File: src/rtl/hh_step_scheduler.sv
// Timestep scheduler that walks every neuron slot through a shared HH update engine once per tick.
// Optional: define HH_SCHED_OVERRUN_CNT_EN to add the saturating overrun_cnt output.
module hh_step_scheduler #(
   parameter int NUM_NEURONS = 4,
   parameter int IDX_W       = 2,
   parameter int TICK_DIV    = 64,
   parameter int TIMEOUT     = 15
) (
   input  logic                   clk,
   input  logic                   rst_n,
   input  logic                   run,
   input  logic                   clr_err,
   output logic                   eng_start,
   output logic [IDX_W-1:0]       eng_idx,
   input  logic                   eng_done,
   input  logic                   eng_spike,
   output logic [NUM_NEURONS-1:0] spike_vec,
   output logic                   step_done,
   output logic                   busy,
   output logic                   overrun,
   output logic                   timeout_err
`ifdef HH_SCHED_OVERRUN_CNT_EN
   ,
   output logic [7:0]             overrun_cnt
`endif
);

   localparam int PRE_W  = (TICK_DIV > 2) ? $clog2(TICK_DIV) : 1;
   localparam int WAIT_W = (TIMEOUT > 1) ? $clog2(TIMEOUT + 1) : 1;
   localparam logic [PRE_W-1:0]  PRE_LAST  = PRE_W'(TICK_DIV - 1);
   localparam logic [WAIT_W-1:0] WAIT_LAST = WAIT_W'(TIMEOUT - 1);
   localparam logic [IDX_W-1:0]  IDX_LAST  = IDX_W'(NUM_NEURONS - 1);

   typedef enum logic [1:0] {
      ST_IDLE,
      ST_ISSUE,
      ST_WAIT,
      ST_COMMIT
   } state_t;

   state_t                  state_reg, state_next;
   logic [PRE_W-1:0]        presc_reg, presc_next;
   logic [IDX_W-1:0]        idx_reg, idx_next;
   logic [WAIT_W-1:0]       wait_reg, wait_next;
   logic [NUM_NEURONS-1:0]  shadow_reg, shadow_next;
   logic [NUM_NEURONS-1:0]  spike_vec_reg;
   logic                    overrun_reg, timeout_err_reg;
   logic                    tick;
   logic                    slot_wr, slot_bit, timeout_set, overrun_set;

   // Prescaler only advances while run is high; it parks at zero otherwise.
   assign tick = run && (presc_reg == PRE_LAST);

   always_comb begin
      presc_next = presc_reg;
      if (!run || presc_reg == PRE_LAST) begin
         presc_next = '0;
      end else begin
         presc_next = presc_reg + 1'b1;
      end
   end

   always_comb begin
      state_next  = state_reg;
      idx_next    = idx_reg;
      wait_next   = wait_reg;
      slot_wr     = 1'b0;
      slot_bit    = 1'b0;
      timeout_set = 1'b0;
      case (state_reg)
         ST_IDLE: begin
            if (tick) begin
               idx_next   = '0;
               state_next = ST_ISSUE;
            end
         end
         ST_ISSUE: begin
            wait_next  = '0;
            state_next = ST_WAIT;
         end
         ST_WAIT: begin
            // A done in the last allowed WAIT cycle still counts as a real answer.
            if (eng_done) begin
               slot_wr  = 1'b1;
               slot_bit = eng_spike;
            end else if (wait_reg == WAIT_LAST) begin
               slot_wr     = 1'b1;
               timeout_set = 1'b1;
            end else begin
               wait_next = wait_reg + 1'b1;
            end
            if (slot_wr) begin
               if (idx_reg == IDX_LAST) begin
                  state_next = ST_COMMIT;
               end else begin
                  idx_next   = idx_reg + 1'b1;
                  state_next = ST_ISSUE;
               end
            end
         end
         ST_COMMIT: begin
            state_next = ST_IDLE;
         end
         default: begin
            state_next = ST_IDLE;
         end
      endcase
   end

   genvar gi;
   generate
      for (gi = 0; gi < NUM_NEURONS; gi++) begin : g_shadow
         assign shadow_next[gi] = (state_reg == ST_COMMIT) ? 1'b0 :
                                  (slot_wr && idx_reg == IDX_W'(gi)) ? slot_bit :
                                  shadow_reg[gi];
      end
   endgenerate

   assign overrun_set = tick && (state_reg != ST_IDLE);

   always_ff @(posedge clk) begin
      if (!rst_n) begin
         state_reg       <= ST_IDLE;
         presc_reg       <= '0;
         idx_reg         <= '0;
         wait_reg        <= '0;
         shadow_reg      <= '0;
         spike_vec_reg   <= '0;
         overrun_reg     <= 1'b0;
         timeout_err_reg <= 1'b0;
      end else begin
         state_reg  <= state_next;
         presc_reg  <= presc_next;
         idx_reg    <= idx_next;
         wait_reg   <= wait_next;
         shadow_reg <= shadow_next;
         if (state_reg == ST_COMMIT) begin
            spike_vec_reg <= shadow_reg;
         end
         if (overrun_set) begin
            overrun_reg <= 1'b1;
         end else if (clr_err) begin
            overrun_reg <= 1'b0;
         end
         if (timeout_set) begin
            timeout_err_reg <= 1'b1;
         end else if (clr_err) begin
            timeout_err_reg <= 1'b0;
         end
      end
   end

`ifdef HH_SCHED_OVERRUN_CNT_EN
   logic [7:0] overrun_cnt_reg;

   always_ff @(posedge clk) begin
      if (!rst_n) begin
         overrun_cnt_reg <= '0;
      end else if (overrun_set) begin
         if (overrun_cnt_reg != 8'hFF) begin
            overrun_cnt_reg <= overrun_cnt_reg + 1'b1;
         end
      end else if (clr_err) begin
         overrun_cnt_reg <= '0;
      end
   end

   assign overrun_cnt = overrun_cnt_reg;
`else
   // Default build carries no dropped-tick counter.
`endif

   assign eng_start   = (state_reg == ST_ISSUE);
   assign eng_idx     = idx_reg;
   assign step_done   = (state_reg == ST_COMMIT);
   assign busy        = (state_reg != ST_IDLE);
   assign spike_vec   = spike_vec_reg;
   assign overrun     = overrun_reg;
   assign timeout_err = timeout_err_reg;

endmodule

File: config.mk
export PLATFORM = sky130hd
export DESIGN_NAME = hh_step_scheduler
export DESIGN_NICKNAME = d
export VERILOG_FILES = /design/src/rtl/hh_step_scheduler.sv
export SDC_FILE = /design/constraint.sdc
export NUM_CORES = 1
export LEC_CHECK = 0
export CORE_UTILIZATION = 56
export CTS_BUF_LIST = sky130_fd_sc_hd__clkbuf_4 sky130_fd_sc_hd__clkbuf_8
export CTS_CLUSTER_SIZE = 14
export DETAILED_ROUTE_END_ITERATION = 6
export GPL_TIMING_DRIVEN = 0
export PLACE_DENSITY_LB_ADDON = 0.15
export SKIP_LAST_GASP = 1
export SYNTH_ARGS = -nofsm -noshare
export SYNTH_HDL_FRONTEND = slang
export SYNTH_SLANG_ARGS = --single-unit
File: constraint.sdc
create_clock -name clk -period 3.6 [get_ports clk]
set_input_delay 0.72 -clock clk [delete_from_list [all_inputs] [get_ports clk]]
set_output_delay 0.72 -clock clk [all_outputs]
set_load 0.1 [all_outputs]
Word-level counts from Yosys, hierarchy flattened
Index checks and enable logic that the tools add are counted.
{"block": "op_classes", "n_addsub": 3, "eq_ne": 13, "mux": 22, "bitwise": 1, "reduce_logical": 20}
{"operator": "$mux W2", "n": 6}
{"operator": "$mux W1", "n": 11}
{"operator": "$ne A2 B2 Y1 const B", "n": 5}
{"operator": "$reduce_bool A2 Y1", "n": 5}
{"operator": "$eq A2 B2 Y1 const B", "n": 4}
{"operator": "$mux W4", "n": 2}
{"operator": "$pmux W2 S4", "n": 1}
{"operator": "$pmux W4 S2", "n": 1}
{"operator": "$add A6 B1 Y6 const B", "n": 1}
{"operator": "$eq A6 B6 Y1 const B", "n": 1}
{"operator": "$logic_and A1 B1 Y1", "n": 6}
{"operator": "$add A4 B1 Y4 const B", "n": 1}
{"operator": "$eq A2 B1 Y1 const B", "n": 2}
{"operator": "$eq A4 B4 Y1 const B", "n": 1}
{"operator": "$logic_not A2 Y1", "n": 2}
{"operator": "$pmux W2 S2", "n": 1}
{"operator": "$reduce_and A4 Y1", "n": 1}
{"operator": "$reduce_or A2 Y1", "n": 2}
{"operator": "$reduce_and A3 Y1", "n": 1}
{"operator": "$add A2 B1 Y2 const B", "n": 1}
{"operator": "$reduce_and A2 Y1", "n": 1}
{"operator": "$logic_not A1 Y1", "n": 1}
{"operator": "$logic_or A1 B1 Y1", "n": 1}
{"operator": "$not A1 Y1", "n": 1}
{"block": "word_totals", "reg_bits": 24, "elab_cells": 70}

Logic depth before layout (Yosys ltp)
{"block": "logic_depth", "word_depth": 6, "ltp_mapped": 7, "mapped_depth_nobuf": 6}

Least setup slack after synthesis
No wires, ideal clock.
{"block": "synth_path", "path_kind": "reg2reg", "start": "register state_reg[0]", "end": "register shadow_reg[3]", "t_arrival_ns": 1.991, "path_slack_ns": 1.492, "stages_incl_launch_ff": 6, "path_buffers": 1, "cell_sequence": "dfxtp_1 ha_1 buf_2 nor2b_1 and4_1 a32o_1"}
{"block": "synth_between", "elab_cells_between_ends": 6}
{"item": "start: declaration", "line": "41", "text": "state_t state_reg, state_next;"}
{"item": "start signal: assignment", "line": "132", "text": "state_reg <= state_next;"}
{"item": "$eq A2 B2 Y1"}
{"item": "net step_done", "line": "18", "text": "output logic step_done,"}
{"item": "$reduce_or A2 Y1 (no line)"}
{"item": "end signal: assignment", "line": "136", "text": "shadow_reg <= shadow_next;"}
{"item": "end: declaration", "line": "45", "text": "logic [NUM_NEURONS-1:0] shadow_reg, shadow_next;"}
The timed path passes the listed nets, and every way through them passes these cells.
A chain may end at the register's enable or synchronous reset.

Worst setup path after layout
{"block": "layout_path", "start": "register state_reg[0]", "end": "output busy"}
{"block": "layout_between", "elab_chain_len": 1}
{"item": "$reduce_bool A2 Y1", "line": "176", "text": "assign busy = (state_reg != ST_IDLE);"}
{"item": "end: declaration", "line": "19", "text": "output logic busy,"}
Every way passes these cells.

==> impl_metrics.toml <==
[min_path]
holdCritPathClass = "flop to flop"
hold_path_depth = 1
hold_path.startpoint = "presc_reg[0]"
hold_end = "presc_reg[0]"

[sta]
fin_setup_tns_ns = 0
max_freq_ghz = 0.327
grt_setup_unrepaired = "no"
skew_ns = 0.00506
period_needed_ns = 3.06
post-route-period-util = 0.850
maxSlewViolCount = 0
finalSetupViolations = 0
worst_pin_slew_ns = 0.971
finalHoldViolCount = 0
relSlewSlack = 0.351

[logic_synthesis]
synth_warnings = 0
synth_top_area_share = 0.396
synth-edff-count = 0
ys_async_sr_fraction = 0
synthTopCellsByCount = "dfxtp_1 (24), ha_1 (12), inv_1 (10), nand2_1 (10), o21ai_0 (8)"
synth-main-ff-cell = "dfxtp_1"
synth_area_leader_cell = "dfxtp_1"
syn_area_sq_mm = 0.00121
avgSynthCellArea_sq_um = 9.19
ys_ff_latch = 24
yosysSeqAreaShare = 0.396
yosysMostFrequentCell = "dfxtp_1"
synth.area.top_cells = "dfxtp_1 (40%), ha_1 (12%), a32o_1 (3.3%)"
postSynthCellCount = 132
synth_nets = 150
synth_cell_types = 40

[critical_path]
cpMaxStageDelayCell = "clkdlybuf4s50_1"
worstPathMaxFanout = 4
required_ns = 2.88
path_cells = "inv_1 > ha_1 > inv_1 > clkdlybuf4s50_1"
max_stage_delay_ns = 1.15
crit_family = "buffers and inverters"
r2r-end = "wait_reg[1]"
ff2ff_path_depth = 5
reg2reg_from = "state_reg[0]"
start_kind = "flop"
path_buf_inv = 3
path_class = "flop to output port"
rrSetupSlack_ns = 1.93
cpMostUsedCell = "inv_1"
crit_arrival_ns = 2.34
critPathCaptureType = "output port"

[global_routing]
grt_max_degree = 15
grt_use_met3 = 0.0283
top_usage_layer = "met2"
grtUsageMet1 = 0.298
grt_pass1_wl_mm = 4.35
grt_pass1_vias = 1009
track_usage = 0.234
use_met2 = 0.413
overflow = 0
antenna_found_initial = 0

[placement]
port_buffers = 15
place_congestion = 0.858
dp_hpwl_mm = 1.81

[floorplanning]
start_util = 0.606
core-area_sq_mm = 0.00200
die_w_um = 48.6
dieArea_sq_mm = 0.00236
placementRows = 16
die_h_um = 48.6
io_pins = 17

[run_status]
status = "complete, no violations"

[power]
power_leakage_nw = 0.526
total_power_mw = 0.608
p_per_area_mw_per_mm2 = 419
max-vdd-ir-drop_uv = 380

[route]
num_vias = 1010
avgViaCountPerCell = 5.67
post_drt_wl_per_cell_um = 13.3
drt_wl_total_mm = 2.37
ant_nets = 0
drtIter0Drc = 32
dr.pass1.iters = 4
route.detailed.drc = 0

[cts]
clk_pin_slew_ns = 0.13
h-tree-depth = 1
cts_tree = "yes"
cts_hold_buf = 0
cts-resized-gates = 0
numCtsBuffers = 3
root_buffer = "clkbuf_4"
clock_latency_ns = 0.31
cts_sinks = 24
cts_setup_buffers = 0
clock_path_buffers = 2

[finish]
largest_reg_flops = 6
num_antenna_cells = 0
area_growth_pct = 19.5
drive_above_1_share = 0.0728
nNetsFinal = 170

[run]
maxCapViolCount = 0
==> stage by stage <==
step	instance area (sq um)	worst slack [ns]	util	hold WS (ns)	std cells
after global placement	1400	0.923	0.698	0.432	174
after global routing	1450	0.448	0.724	0.490	178
after floorplan	1210	1.49	-	0.418	132
after detailed placement	1400	0.903	0.698	0.437	174
after CTS	1450	0.528	0.724	0.460	178
final	1450	0.541	0.724	0.456	178
==> metal layers <==
layer / share of wire / wire (um)
met1: 0.46 / 1090
met2: 0.50 / 1180
met3: 0.032 / 75
met4: 0.011 / 25
met5: 0 / 0
==> area by class of cell <==
type                    count  area (sq um)
multi-input cells          94           674
fillers                   165           552
flip-flops and latches     24           480
repair buffers             15           150
inverters                  10          37.5
well taps                  27          33.8
clock inverters             1          30.0
clock buffers               3          22.5
plain buffers               4          21.3
==> placed cells by master (no fill, tap or decap), drive strengths merged, types with 3 or more instances in the layout <==
cell type,n
o22ai,3
clkdlybuf4s50,15
o21ai,9
mux2i,4
a32o,4
nand3,5
nor2b,7
ha,12
dfxtp,24
clkbuf,4
nand2,10
inv,10
nor2,6
a21oi,5
buf,3
==> power breakdown <==
group | leakage [nW] | switching [mW] | internal [mW] | total, mW
clock network | 0.0279 | 0.0782 | 0.113 | 0.191
registers | 0.194 | 0.00503 | 0.271 | 0.276
logic | 0.304 | 0.102 | 0.0392 | 0.141
total | 0.526 | 0.185 | 0.423 | 0.608
==> worst max-delay path by stage <==
stage / startpoint / endpoint / slack (ns) / cells after the start
2_1_floorplan: state_reg[0] / shadow_reg[3] / 1.49 / 5
3_3_place_gp: state_reg[0] / busy / 0.92 / 4
3_5_place_dp: state_reg[0] / busy / 0.90 / 4
4_1_cts: state_reg[0] / busy / 0.53 / 4
5_1_grt: state_reg[0] / busy / 0.45 / 4
6_report: state_reg[0] / busy / 0.54 / 4
==> kinds of logic after synthesis <==
group	share of synthesized area
buffers and inverters	0.0485
and+or+nand+nor	0.195
muxes	0.0330
adders and majority gates	0.124
xor gates and xnor gates	0.0217
DFF	0.396
AOI/OAI and AO/OA	0.182
(Power assumes the default switching activity.)
